**src/rtl/shape_program_sequencer.sv**
```systemverilog
// shape_program_sequencer
// Head-of-chain controller for the shape renderer pipeline. Generates the raster
// scan beats and interleaves the five register-programming beats of each queued
// shape descriptor so that reprogramming never lands on a pixel beat.
// Build option: define SHAPE_SEQ_FRAME_SYNC_EN to defer all reprogramming to the
// frame boundary (shapes only change between frames).
//
// state      | meaning
// -----------+-----------------------------------------------------------------
// SCAN       | raster scan beats; leaves as soon as a descriptor may be programmed
// WAIT_FRAME | descriptor pending, scan keeps running until the frame_end beat
// PROG       | emitting program beats 0..4 of the current descriptor
module shape_program_sequencer #(
    parameter int          H_ACTIVE   = 1920,
    parameter int          V_ACTIVE   = 1080,
    parameter int          FIFO_DEPTH = 4,
    parameter logic [31:0] BACKGROUND = 32'h0000_0000
) (
    input  logic        clk,
    input  logic        rst_n,
    input  logic        desc_valid,
    output logic        desc_ready,
    input  logic [10:0] desc_shape_id,
    input  logic [10:0] desc_x,
    input  logic [11:0] desc_y,
    input  logic [10:0] desc_w,
    input  logic [11:0] desc_h,
    input  logic [31:0] desc_color,
    input  logic        scan_en,
    output logic        program_out,
    output logic [10:0] x_out,
    output logic [11:0] y_out,
    output logic [31:0] data_out,
    output logic        pixel_valid,
    output logic        frame_end,
    output logic        busy
);

    localparam int PTR_W = $clog2(FIFO_DEPTH);
    localparam int CNT_W = PTR_W + 1;
    localparam logic [CNT_W-1:0] DEPTH_C = CNT_W'(FIFO_DEPTH);
    localparam logic [10:0] X_LAST = 11'(H_ACTIVE - 1);
    localparam logic [11:0] Y_LAST = 12'(V_ACTIVE - 1);

`ifdef SHAPE_SEQ_FRAME_SYNC_EN
    localparam bit FRAME_SYNC = 1'b1;
`else
    localparam bit FRAME_SYNC = 1'b0;
`endif

    typedef struct packed {
        logic [10:0] shape_id;
        logic [10:0] x;
        logic [11:0] y;
        logic [10:0] w;
        logic [11:0] h;
        logic [31:0] color;
    } desc_t;

    typedef enum logic [1:0] {
        ST_SCAN       = 2'd0,
        ST_WAIT_FRAME = 2'd1,
        ST_PROG       = 2'd2
    } state_t;

    // descriptor FIFO
    desc_t             fifo_mem [FIFO_DEPTH];
    logic [PTR_W-1:0]  wr_q, wr_d;
    logic [PTR_W-1:0]  rd_q, rd_d;
    logic [CNT_W-1:0]  count_q, count_d;
    logic              desc_ready_q, desc_ready_d;
    logic              push, pop;
    logic              fifo_nonempty;
    desc_t             head;

    // sequencer state
    state_t            state_q, state_d;
    logic [2:0]        beat_q, beat_d;
    desc_t             cur_q, cur_d;
    logic [10:0]       x_cnt_q, x_cnt_d;
    logic [11:0]       y_cnt_q, y_cnt_d;
    logic [10:0]       last_x_q, last_x_d;
    logic [11:0]       last_y_q, last_y_d;
    logic              do_scan, emit_prog, sync_ok;

    // registered outputs
    logic              program_q, program_d;
    logic [10:0]       x_out_q, x_out_d;
    logic [11:0]       y_out_q, y_out_d;
    logic [31:0]       data_q, data_d;
    logic              pixel_valid_q, pixel_valid_d;
    logic              frame_end_q, frame_end_d;
    logic              busy_q, busy_d;

    assign push          = desc_valid && desc_ready_q;
    assign fifo_nonempty = (count_q != '0);
    assign head          = fifo_mem[rd_q];
    // With frame sync, a descriptor may only start right after the frame_end beat.
    assign sync_ok       = FRAME_SYNC ? frame_end_q : 1'b1;

    function automatic logic [31:0] beat_data(input desc_t d, input logic [2:0] idx);
        case (idx)
            3'd0:    beat_data = {21'd0, d.x};
            3'd1:    beat_data = {20'd0, d.y};
            3'd2:    beat_data = {21'd0, d.w};
            3'd3:    beat_data = {20'd0, d.h};
            default: beat_data = d.color;
        endcase
    endfunction

    // FIFO storage: written on an accepted push only, so no reset needed
    always_ff @(posedge clk) begin
        if (push) begin
            fifo_mem[wr_q] <= '{shape_id: desc_shape_id, x: desc_x, y: desc_y,
                                w: desc_w, h: desc_h, color: desc_color};
        end
    end

    // FIFO pointer/count next-state; ready is registered from the next count
    always_comb begin
        wr_d    = wr_q;
        rd_d    = rd_q;
        count_d = count_q;
        if (push) begin
            wr_d = wr_q + 1'b1;
        end
        if (pop) begin
            rd_d = rd_q + 1'b1;
        end
        case ({push, pop})
            2'b10:   count_d = count_q + 1'b1;
            2'b01:   count_d = count_q - 1'b1;
            default: count_d = count_q;
        endcase
        desc_ready_d = (count_d < DEPTH_C);
    end

    // FSM next state, raster counters and next output beat
    always_comb begin
        state_d       = state_q;
        beat_d        = beat_q;
        cur_d         = cur_q;
        x_cnt_d       = x_cnt_q;
        y_cnt_d       = y_cnt_q;
        last_x_d      = last_x_q;
        last_y_d      = last_y_q;
        pop           = 1'b0;
        do_scan       = 1'b0;
        emit_prog     = 1'b0;
        program_d     = 1'b0;
        x_out_d       = last_x_q;
        y_out_d       = last_y_q;
        data_d        = BACKGROUND;
        pixel_valid_d = 1'b0;
        frame_end_d   = 1'b0;

        case (state_q)
            ST_SCAN: begin
                if (fifo_nonempty && sync_ok) begin
                    state_d = ST_PROG;
                    pop     = 1'b1;
                end else begin
                    do_scan = 1'b1;
                    if (fifo_nonempty) begin
                        state_d = ST_WAIT_FRAME;
                    end
                end
            end
            ST_WAIT_FRAME: begin
                if (frame_end_q && fifo_nonempty) begin
                    state_d = ST_PROG;
                    pop     = 1'b1;
                end else begin
                    do_scan = 1'b1;
                end
            end
            ST_PROG: begin
                if (beat_q != 3'd4) begin
                    beat_d    = beat_q + 3'd1;
                    emit_prog = 1'b1;
                end else if (fifo_nonempty) begin
                    pop = 1'b1;
                end else begin
                    // Leaving PROG: this cycle already produces the first scan beat.
                    state_d = ST_SCAN;
                    do_scan = 1'b1;
                end
            end
            default: begin
                state_d = ST_SCAN;
            end
        endcase

        if (pop) begin
            cur_d     = head;
            beat_d    = 3'd0;
            emit_prog = 1'b1;
        end

        if (emit_prog) begin
            program_d = 1'b1;
            x_out_d   = cur_d.shape_id;
            y_out_d   = {9'd0, beat_d};
            data_d    = beat_data(cur_d, beat_d);
        end else if (do_scan && scan_en) begin
            pixel_valid_d = 1'b1;
            x_out_d       = x_cnt_q;
            y_out_d       = y_cnt_q;
            last_x_d      = x_cnt_q;
            last_y_d      = y_cnt_q;
            if (x_cnt_q == X_LAST) begin
                x_cnt_d = '0;
                if (y_cnt_q == Y_LAST) begin
                    y_cnt_d     = '0;
                    frame_end_d = 1'b1;
                end else begin
                    y_cnt_d = y_cnt_q + 12'd1;
                end
            end else begin
                x_cnt_d = x_cnt_q + 11'd1;
            end
        end

        busy_d = (count_d != '0) || (state_d == ST_PROG);
    end

    // state, FIFO control and output registers
    always_ff @(posedge clk or negedge rst_n) begin
        if (!rst_n) begin
            wr_q          <= '0;
            rd_q          <= '0;
            count_q       <= '0;
            desc_ready_q  <= 1'b1;
            state_q       <= ST_SCAN;
            beat_q        <= '0;
            cur_q         <= '0;
            x_cnt_q       <= '0;
            y_cnt_q       <= '0;
            last_x_q      <= '0;
            last_y_q      <= '0;
            program_q     <= 1'b0;
            x_out_q       <= '0;
            y_out_q       <= '0;
            data_q        <= '0;
            pixel_valid_q <= 1'b0;
            frame_end_q   <= 1'b0;
            busy_q        <= 1'b0;
        end else begin
            wr_q          <= wr_d;
            rd_q          <= rd_d;
            count_q       <= count_d;
            desc_ready_q  <= desc_ready_d;
            state_q       <= state_d;
            beat_q        <= beat_d;
            cur_q         <= cur_d;
            x_cnt_q       <= x_cnt_d;
            y_cnt_q       <= y_cnt_d;
            last_x_q      <= last_x_d;
            last_y_q      <= last_y_d;
            program_q     <= program_d;
            x_out_q       <= x_out_d;
            y_out_q       <= y_out_d;
            data_q        <= data_d;
            pixel_valid_q <= pixel_valid_d;
            frame_end_q   <= frame_end_d;
            busy_q        <= busy_d;
        end
    end

    assign desc_ready  = desc_ready_q;
    assign program_out = program_q;
    assign x_out       = x_out_q;
    assign y_out       = y_out_q;
    assign data_out    = data_q;
    assign pixel_valid = pixel_valid_q;
    assign frame_end   = frame_end_q;
    assign busy        = busy_q;

endmodule

```
**config.mk**
```make
export PLATFORM = sky130hd
export DESIGN_NAME = shape_program_sequencer
export DESIGN_NICKNAME = d
export VERILOG_FILES = /design/src/rtl/shape_program_sequencer.sv
export SDC_FILE = /design/constraint.sdc
export NUM_CORES = 1
export LEC_CHECK = 0
export ABC_AREA = 1
export CAP_MARGIN = 30
export CORE_MARGIN = 8
export CORE_UTILIZATION = 30
export CTS_CLUSTER_DIAMETER = 80
export DETAILED_ROUTE_END_ITERATION = 12
export GPL_ROUTABILITY_DRIVEN = 0
export PLACE_DENSITY = 0.57
export SYNTH_ARGS = -nofsm -noshare
export SYNTH_HDL_FRONTEND = slang
export SYNTH_SLANG_ARGS = --single-unit
export TNS_END_PERCENT = 20
```
**constraint.sdc**
```tcl
create_clock -name clk -period 7.1 [get_ports clk]
set_clock_uncertainty 0.05 [all_clocks]
set_input_delay 1.42 -clock clk [delete_from_list [all_inputs] [get_ports clk]]
set_output_delay 1.42 -clock clk [all_outputs]
set_load 0.01 [all_outputs]
```
==> results of run 1 <==
flip-flops by register name (all words and copies together), names as in the netlist, 3 cells and up:
signal,count
x_out,11
data_out,32
last_x_q,11
fifo_mem,356
beat_q,3
y_out,12
cur_q,89
last_y_q,12
y_cnt_q,12
count_q,3
x_cnt_q,11
logic make-up (layout without fill, tap and decap cells):
family          after synthesis  count (layout)  synth area share, %
compound gates              334             334                 8.09
xor+xnor                     17              17                0.675
fa+ha+maj                    10              10                0.601
buf+inv                     232             418                 4.47
flops                       563             563                 71.9
other cells                   0               1                    0
simple gates                780             780                 14.2
per-layer routing:
layer | wire, um | part of all wire [%]
met1 | 24100 | 44
met2 | 26200 | 48
met3 | 3220 | 5.9
met4 | 1270 | 2.3
met5 | 57 | 0.10
synth_stat cells (7+ instances only):
cell type / n / area (um2)
o21a_1: 11 / 82.6
a21oi_1: 7 / 35.0
inv_2: 15 / 56.3
nand4_1: 12 / 75.1
inv_1: 117 / 439
clkbuf_1: 48 / 180
nor3_1: 12 / 60.1
o21ai_1: 10 / 50.1
buf_2: 36 / 180
ha_1: 9 / 113
buf_4: 7 / 52.6
dfrtp_1: 206 / 5150
nand3_1: 85 / 425
o22ai_1: 23 / 144
a31oi_1: 12 / 75.1
o21ai_0: 259 / 1300
nor2_1: 366 / 1370
xor2_1: 16 / 140
o221ai_1: 10 / 87.6
edfxtp_1: 356 / 10700
nand2_1: 291 / 1090
path summary, 6_finish.rpt:
path	start	endpoint	slack [ps]
worst min register to register	cur_q[49]	cur_q[49]	430
worst max-delay path	beat_q[0]	data_out[2]	3400
worst max register to register	beat_q[0]	data_out[2]	3400
worst min-delay path	cur_q[49]	cur_q[49]	430
max in group asynchronous	rst_n	rd_q[0]	5080
min in group asynchronous	rst_n	y_out[7]	770
worst register-to-register path: cells and delay by family, from the launching register on:
family          cells  cell delay (ps)
compound gates      2              450
fa+ha+maj           1              200
buf+inv             3              970
flops               1              390
simple gates        7             1540
layout make-up:
class / count / area, um2 / area share, %
diodes: 1 / 2.50 / 0.00941
clock buffers: 76 / 1600 / 6.03
clock inverters: 37 / 418 / 1.57
inverters: 132 / 499 / 1.88
multi-input cells: 1141 / 5230 / 19.7
flip-flops and latches: 563 / 15900 / 59.7
well taps: 959 / 1200 / 4.51
repair buffers: 173 / 1750 / 6.58
per-stage QoR:
step	cells	util, %
after floorplan	1936	-
after global placement	2963	33.6
after detailed placement	2966	33.7
after CTS	3079	36.4
after global routing	3082	36.5
final	3082	36.5
power groups by stage:
| stage | clock, uW | combinational (uW) | sequential, uW |
|---|---|---|---|
| 2_1_floorplan | 0 | 2690 | 4640 |
| 6_report | 3140 | 3940 | 4680 |
| 3_5_place_dp | 0 | 3970 | 4760 |
| 3_3_place_gp | 0 | 3870 | 4740 |
| 5_1_grt | 3360 | 4460 | 4760 |
| 4_1_cts | 3220 | 4000 | 4700 |
==> impl_metrics.py, run 1 <==
metrics = {
    "die": {
        "num_rows": 99,
        "die_h_um": 287,
        "fp.dieArea_mm2": 0.0825,
        "design.portCount": 153,
        "core-area_mm2": 0.0728,
        "die_span_x_um": 287,
        "initial_utilization_pct": 30.3,
    },
    "clock_network": {
        "clock-root-buffer": "clkbuf_16",
        "htreeDepth": 2,
        "postCtsResizedCells": 0,
        "tritoncts.num_buffers": 60,
        "ctsHoldBuffers": 0,
        "tritoncts_clock_tree": "done",
        "path_clk_slew_ps": 60,
        "post_cts.repair.setup_buffers": 0,
        "clockBufferDepth": 3,
        "cts_sinks": 563,
        "later_pin_clock_latency_in_the_skew_report_ps": 640,
    },
    "timing": {
        "max_slew_margin_pct": 38.3,
        "setup-violations-final": 0,
        "timing.hold.ws_ps": 432,
        "period_share_pct": 52.2,
        "maxClockFrequency_ghz": 0.270,
        "fin_tns_setup_ps": 0,
        "finalHoldViolations": 0,
        "drv_slew": 0,
        "final_critical_path_setup_slack_ps": 3400,
        "tightestPinTransition_ps": 925,
        "post_route_minimum_period_ps": 3700,
        "grt_setup_unrepaired": "no",
    },
    "cells_and_area": {
        "drive_gt1_share_pct": 6.64,
        "flow.area_growth_from_synthesis_pct": 20.5,
        "stdcell_area_mm2": 0.0266,
        "fillCellCount": 7085,
        "layout.cells.most_common_list": "nor2_1 (362), edfxtp_1 (356), nand2_1 (291)",
        "finish.net_count": 2174,
        "most_frequent_standard_cell_in_the_layout_excluding_fill_and_tap_cells": "nor2_1",
    },
    "power_and_ir_drop": {
        "cellPowerDensity_mw_per_mm2": 443,
        "power.static_leakage_uw": 0.0102,
        "combinationalPowerShare_pct": 33.5,
        "totalPowerFinal_uw": 11800,
        "vdd_ir_drop_max_mv": 0.238,
        "power.switching_fraction_pct": 37.0,
        "power.share.clock_pct": 26.7,
        "p_switching_uw": 4350,
        "p_seq_share_pct": 39.8,
        "cell_internal_pwr_uw": 7410,
    },
    "yosys": {
        "yosys_warnings": 0,
        "yosys_register_bits": 563,
        "synth_area_mm2": 0.0221,
        "number_of_flops_mapped_to_enable_cells_by_yosys": 356,
        "syn-instance-count": 1936,
        "synth_async_sr_flop_share_pct": 36.8,
        "synth_flop_cell": "edfxtp_1",
        "synth_nets": 2039,
        "synth.distinct_cells": 35,
        "syn_avg_cell_area_um2": 11.4,
        "ys_seq_area_share_pct": 71.9,
    },
    "grt": {
        "globalRoute.busiestLayer": "met2",
        "grt_antenna_before_repair": 7,
        "globalRouteOverflowTotal": 0,
        "gr-usage-met3_pct": 3.11,
        "gr-usage-met1_pct": 17.3,
        "largest_net_degree_at_the_start_of_global_routing": 105,
        "grt_first_pass_wirelength_um": 85000,
        "grt_usage_pct": 13.1,
        "grtUsageMet2_pct": 21.5,
        "grt_pass1_vias": 14300,
    },
    "job": {
        "cap_violations": 0,
    },
    "worst_setup_path": {
        "required_ps": 7550,
        "crit_type": "reg2reg",
        "cpLargestDelayFamily": "simple AND/OR/NAND/NOR gates",
        "timing.reg2reg.worst_path_depth": 13,
        "worst-endpoint-arrival_ps": 4160,
        "crit_path_top_delay_cell": "inv_2",
        "critPathMaxFanout": 74,
        "cp.depth": 13,
        "timing.critical_path.cells": "inv_1 -> ha_1 -> nand2_1 -> a21oi_1 -> nand2_2 -> nand2_4 -> inv_2 -> o21ai_0 -> buf_4 -> nand3_1 -> nand2_1 -> nor2_1 -> nor2_1",
        "cp_num_buf_inv": 3,
        "startpoint_type": "register",
        "crit_path_max_incr_delay_ps": 620,
        "cp-end-kind": "register",
    },
    "hold_path": {
        "holdCritPathClass": "reg2reg",
        "worst_hold_path.num_cells": 2,
    },
    "route": {
        "detailedRoute.firstPassIterationCount": 5,
        "wl_um": 54900,
        "final_antenna_net_count": 0,
        "vias": 14300,
        "drc_errors": 0,
        "post_drt_via_cell_ratio": 4.62,
        "drt_iter0_markers": 1086,
        "wl_per_cell_um": 17.8,
    },
    "place": {
        "placed_cell_area_mm2": 0.0245,
        "placement.io_buffers": 152,
        "hpwl_um": 34800,
        "pre_cts_ws_ps": 2880,
    },
    "outcome": {
        "run_status": "finished, final reports clean",
    },
}
(Power assumes the default switching activity.)
==> inputs of run 2 (changes only) <==
==> constraint.sdc (replaced) <==
create_clock -name clk -period 3.8 [get_ports clk]
set_clock_uncertainty 0.05 [all_clocks]
set_input_delay 0.76 -clock clk [delete_from_list [all_inputs] [get_ports clk]]
set_output_delay 0.76 -clock clk [all_outputs]
set_load 0.01 [all_outputs]
==> run 2 against run 1 <==
Compared with the run above: sequential power is 84% higher; core utilization increased by 0.19 points; critical path depth increased by 1; critical path type unchanged; via count rose by 0.34%; non-clock buffer count is 17 higher; maximum frequency rose by 19%; design area rose by 0.52%; routed wire length is 1.1% higher; global-route usage up 0.17 points; first-iteration DRC count fell by 20%.
==> impl_metrics.py, run 2 (synthesized netlist as in run 1, its figures left out) <==
metrics = {
    "outcome": {
        "run_status": "finished, final reports clean",
    },
    "die": {
        "fp.dieArea_mm2": 0.0825,
        "initial_utilization_pct": 30.3,
        "num_rows": 99,
        "die_h_um": 287,
        "die_span_x_um": 287,
        "core-area_mm2": 0.0728,
        "design.portCount": 153,
    },
    "timing": {
        "grt_setup_unrepaired": "no",
        "maxClockFrequency_ghz": 0.321,
        "max_slew_margin_pct": 41.2,
        "finalHoldViolations": 0,
        "tightestPinTransition_ps": 882,
        "fin_tns_setup_ps": 0,
        "timing.hold.ws_ps": 107,
        "post_route_minimum_period_ps": 3110,
        "period_share_pct": 81.9,
        "drv_slew": 0,
        "setup-violations-final": 0,
    },
    "route": {
        "wl_um": 55500,
        "drc_errors": 0,
        "detailedRoute.firstPassIterationCount": 5,
        "drt_iter0_markers": 866,
        "final_antenna_net_count": 0,
        "vias": 14300,
        "post_drt_via_cell_ratio": 4.61,
        "wl_per_cell_um": 17.9,
    },
    "grt": {
        "grtUsageMet2_pct": 22.2,
        "grt_first_pass_wirelength_um": 85600,
        "globalRoute.busiestLayer": "met2",
        "grt_antenna_before_repair": 10,
        "gr-usage-met1_pct": 16.7,
        "globalRouteOverflowTotal": 0,
        "grt_pass1_vias": 14600,
        "gr-usage-met3_pct": 3.10,
        "largest_net_degree_at_the_start_of_global_routing": 85,
        "grt_usage_pct": 13.3,
    },
    "cells_and_area": {
        "largest_register_ff_count": 356,
        "fillCellCount": 7044,
        "sequential_cell_area_mm2": 0.0159,
        "drive_gt1_share_pct": 7.71,
        "finalCoreUtilization_pct": 36.7,
        "flow.area_growth_from_synthesis_pct": 21.1,
        "finish.net_count": 2191,
        "max_flop_register": "fifo_mem",
        "multi_input_comb_area_mm2": 0.00523,
        "most_frequent_standard_cell_in_the_layout_excluding_fill_and_tap_cells": "nor2_1",
        "layout.cells.most_common_list": "nor2_1 (362), edfxtp_1 (356), nand2_1 (291)",
    },
    "clock_network": {
        "htreeDepth": 2,
        "ctsHoldBuffers": 0,
        "clock-root-buffer": "clkbuf_16",
        "tritoncts_clock_tree": "done",
        "cts_sinks": 563,
        "postCtsResizedCells": 0,
        "clockBufferDepth": 3,
        "tritoncts.num_buffers": 60,
        "path_clk_slew_ps": 60,
        "later_pin_clock_latency_in_the_skew_report_ps": 620,
        "post_cts.repair.setup_buffers": 0,
    },
    "worst_setup_path": {
        "required_ps": 4250,
        "crit_type": "reg2reg",
        "cp-end-kind": "register",
        "startpoint_type": "register",
        "critPathMaxFanout": 72,
        "worst-endpoint-arrival_ps": 3560,
    },
    "hold_path": {
        "holdCritPathClass": "in2async",
    },
    "power_and_ir_drop": {
        "power.static_leakage_uw": 0.0103,
        "vdd_ir_drop_max_mv": 0.497,
        "cellPowerDensity_mw_per_mm2": 829,
    },
    "place": {
        "placement.io_buffers": 152,
        "hpwl_um": 35000,
    },
    "job": {
        "cap_violations": 0,
    },
}
-- run 2: cell types whose count changed in the layout (fill, tap and decap cells not counted) --
cell        previous run  this run
buf_16                 1         0
bufinv_16              7         6
clkbuf_1              13        12
clkbuf_8               2         5
buf_4                 16        32
buf_12                 3         6
clkinv_4               2         1
clkinv_2              10        12
clkinv_1              14         9
buf_8                  2         1
clkinvlp_4             1         5
clkinv_16              2         1
diode_2                1         2
inv_6                  1         2
-- run 2: area by class of cell --
class | instances | share of cell area [%]
diodes | 2 | 0.0187
clock buffers | 78 | 6.14
clock inverters | 36 | 1.42
inverters | 132 | 1.87
multi-input cells | 1141 | 19.6
flip-flops and latches | 563 | 59.4
well taps | 959 | 4.49
repair buffers | 190 | 7.06
-- run 2: metrics by stage --
step	total power (uW)	std cells	instance area (um2)	worst slack, ps
floorplan	13700	1936	22100	-1440
finish	22200	3101	26700	687
global placement	16400	2985	24700	793
detailed placement	16600	2985	24700	634
global route	23700	3100	26700	332
CTS	22500	3099	26700	622
-- run 2: worst paths after layout --
check / startpoint / end / slack, ps / depth (start not counted)
max reg2reg: beat_q[0] / data_out[6] / 690 / 14
min: rst_n / y_out[8] / 110 / 1
max: beat_q[0] / data_out[6] / 690 / 14
max in group asynchronous: rst_n / cur_q[67] / 2690 / 2
min reg2reg: cur_q[50] / cur_q[50] / 420 / 2
min in group clk: cur_q[50] / cur_q[50] / 420 / 2
-- run 2: critical path, cell delays in order, from the launching register on --
cell	delay [ps]
dfrtp_1	410
inv_1	110
ha_1	160
nand2_1	120
a21oi_1	210
nand2_2	340
nand2_4	210
buf_4	630
nand3_1	250
nand2_1	140
inv_2	40
nand2_1	60
nand2_1	50
nor2_1	110
nor2_1	60
-- run 2: per-layer routing --
metal	wire length [um]	up-vias
met3	3240	98
met4	1440	16
met2	26600	314
met5	108	-
li1	-	6874
met1	24100	7000
-- run 2: power by group --
part	switching (uW)	total (uW)	leakage, uW	internal [uW]
logic	5270	7710	0.00359	2440
registers	533	8600	0.00576	8070
clock network	2390	5850	0.000976	3460
==> inputs of run 3 (changes only) <==
--- a/config.mk
+++ b/config.mk
@@ -12,7 +12,7 @@
 export CTS_CLUSTER_DIAMETER = 80
 export DETAILED_ROUTE_END_ITERATION = 12
 export GPL_ROUTABILITY_DRIVEN = 0
-export PLACE_DENSITY = 0.57
+export PLACE_DENSITY = 0.59
 export SYNTH_ARGS = -nofsm -noshare
 export SYNTH_HDL_FRONTEND = slang
 export SYNTH_SLANG_ARGS = --single-unit
==> constraint.sdc (replaced) <==
create_clock -name clk -period 2.6 [get_ports clk]
set_clock_uncertainty 0.05 [all_clocks]
set_input_delay 0.52 -clock clk [delete_from_list [all_inputs] [get_ports clk]]
set_output_delay 0.52 -clock clk [all_outputs]
set_load 0.01 [all_outputs]
==> run 3 against run 2 <==
Compared with the run above: global-route usage is 0.14 points higher; total power is 51% higher; critical path depth did not move; first-iteration DRC count up 16%; die area did not move; via count is 1.5% higher; clock power increased by 55%; combinational power up 53%; worst hold slack better by 290 ps.
==> impl_metrics.py, run 3 (synthesized netlist as in run 1, its figures left out) <==
metrics = {
    "power_and_ir_drop": {
        "vdd_ir_drop_max_mv": 0.629,
        "p_seq_share_pct": 37.5,
        "cellPowerDensity_mw_per_mm2": 1230,
        "power.switching_fraction_pct": 36.4,
        "power.share.clock_pct": 27.1,
        "combinationalPowerShare_pct": 35.4,
        "cell_internal_pwr_uw": 21300,
        "power.static_leakage_uw": 0.0106,
        "p_switching_uw": 12200,
    },
    "place": {
        "hpwl_um": 35100,
        "placement.io_buffers": 152,
        "pre_cts_ws_ps": 99.4,
        "placed_cell_area_mm2": 0.0250,
    },
    "clock_network": {
        "cts_sinks": 563,
        "clock-root-buffer": "clkbuf_16",
        "path_clk_slew_ps": 60,
        "tritoncts.num_buffers": 60,
        "tritoncts_clock_tree": "done",
        "htreeDepth": 2,
        "later_pin_clock_latency_in_the_skew_report_ps": 620,
        "clockBufferDepth": 3,
    },
    "cells_and_area": {
        "largest_register_ff_count": 356,
        "flow.area_growth_from_synthesis_pct": 23.3,
        "stdcell_area_mm2": 0.0272,
        "max_flop_register": "fifo_mem",
        "most_frequent_standard_cell_in_the_layout_excluding_fill_and_tap_cells": "nor2_1",
        "sequential_cell_area_mm2": 0.0159,
        "finish.net_count": 2216,
        "fillCellCount": 7027,
        "drive_gt1_share_pct": 8.82,
        "finalCoreUtilization_pct": 37.3,
        "layout.cells.most_common_list": "nor2_1 (362), edfxtp_1 (356), nand2_1 (291)",
        "multi_input_comb_area_mm2": 0.00524,
    },
    "route": {
        "wl_um": 56100,
        "detailedRoute.firstPassIterationCount": 5,
        "wl_per_cell_um": 18.0,
        "drc_errors": 0,
        "vias": 14500,
        "post_drt_via_cell_ratio": 4.65,
        "drt_iter0_markers": 1004,
        "final_antenna_net_count": 0,
    },
    "die": {
        "initial_utilization_pct": 30.3,
        "num_rows": 99,
        "design.portCount": 153,
        "die_h_um": 287,
        "fp.dieArea_mm2": 0.0825,
        "die_span_x_um": 287,
        "core-area_mm2": 0.0728,
    },
    "grt": {
        "grt_first_pass_wirelength_um": 86200,
        "globalRouteOverflowTotal": 0,
        "grt_antenna_before_repair": 4,
        "grt_usage_pct": 13.4,
        "grt_pass1_vias": 14700,
        "largest_net_degree_at_the_start_of_global_routing": 67,
    },
    "worst_setup_path": {
        "critPathMaxFanout": 5,
        "startpoint_type": "register",
        "crit_path_top_delay_cell": "fa_1",
        "cp-end-kind": "register",
        "crit_top_cell": "inv_1",
        "timing.critical_path.cells": "inv_1 -> ha_1 -> nand2_1 -> a21oi_2 -> nand2_2 -> nand2_4 -> ha_1 -> inv_1 -> fa_1 -> a21oi_1 -> o21ai_0 -> xor2_1 -> inv_1 -> nand3_1",
        "crit_path_max_incr_delay_ps": 380,
        "cpLargestDelayFamily": "adder cells",
        "cp_num_buf_inv": 3,
        "crit_type": "reg2reg",
        "worst-endpoint-arrival_ps": 2850,
        "r2r_setup_slk_ps": 190,
        "required_ps": 3030,
    },
    "timing": {
        "post_route_minimum_period_ps": 2410,
        "final_critical_path_setup_slack_ps": 186,
        "setup-violations-final": 0,
        "finalHoldViolations": 0,
        "max_slew_margin_pct": 54.0,
        "tightestPinTransition_ps": 689,
        "drv_slew": 0,
        "maxClockFrequency_ghz": 0.414,
        "period_share_pct": 92.8,
    },
    "hold_path": {
        "holdCritPathClass": "in2async",
    },
    "job": {
        "cap_violations": 0,
    },
    "outcome": {
        "run_status": "finished, final reports clean",
    },
}
-- run 3: changes by cell type in the layout (fill, tap and decap cells not counted), sizes merged --
cell,previous run,this run
buf,39,63
bufinv,6,11
clkbuf,78,76
clkinv,24,22
clkinvlp,5,4
dlygate4sd3,0,1
-- run 3: power groups by stage --
stage	combinational, uW	clock, uW	sequential (uW)
finish	11800	9050	12500
global route	13400	9620	12700
CTS	12000	9300	12600
detailed placement	11900	0	12700
global placement	11700	0	12700
floorplan	7350	0	12600
-- run 3: worst paths after layout --
| check | from | depth (start not counted) | to |
|---|---|---|---|
| hold / removal | rst_n | 2 | x_out[2] |
| min in group clk | cur_q[45] | 2 | cur_q[45] |
| hold reg to reg | cur_q[45] | 2 | cur_q[45] |
| setup reg to reg | beat_q[0] | 14 | busy |
| setup / recovery | beat_q[0] | 14 | busy |
| max in group asynchronous | rst_n | 3 | cur_q[68] |
-- run 3: area by class of cell --
type | count | area share (%)
inverters | 132 | 1.83
clock buffers | 76 | 5.97
repair buffers | 215 | 8.28
multi-input cells | 1141 | 19.3
clock inverters | 38 | 1.88
well taps | 959 | 4.41
flip-flops and latches | 563 | 58.4
diodes | 2 | 0.0184
-- run 3: routing by layer --
layer | global-route usage (%) | share of wire (%) | up-vias
li1 | - | - | 6924
met1 | 17.2 | 43 | 7144
met2 | 22.4 | 48 | 358
met3 | 2.79 | 5.7 | 91
met4 | 4.58 | 2.8 | 4
met5 | 0 | 0.048 | -
-- run 3: timing repair --
action | CTS | global route
resized for setup | 0 | 4
endpoints found under the setup margin | 0 | 15
endpoints found under the hold margin | 46 | 0
hold buffers | 1 | 0
setup buffers | 0 | 1
-- run 3: metrics by stage --
step           setup TNS (ps)  instances  hold slack [ps]  power, uW
3_3_place_gp                0       3008              406      24400
2_1_floorplan         -346850       1936              174      20000
6_report                    0       3126              394      33400
4_1_cts                     0       3123              388      33900
5_1_grt                 -10.7       3126              421      35800
3_5_place_dp                0       3008              410      24600
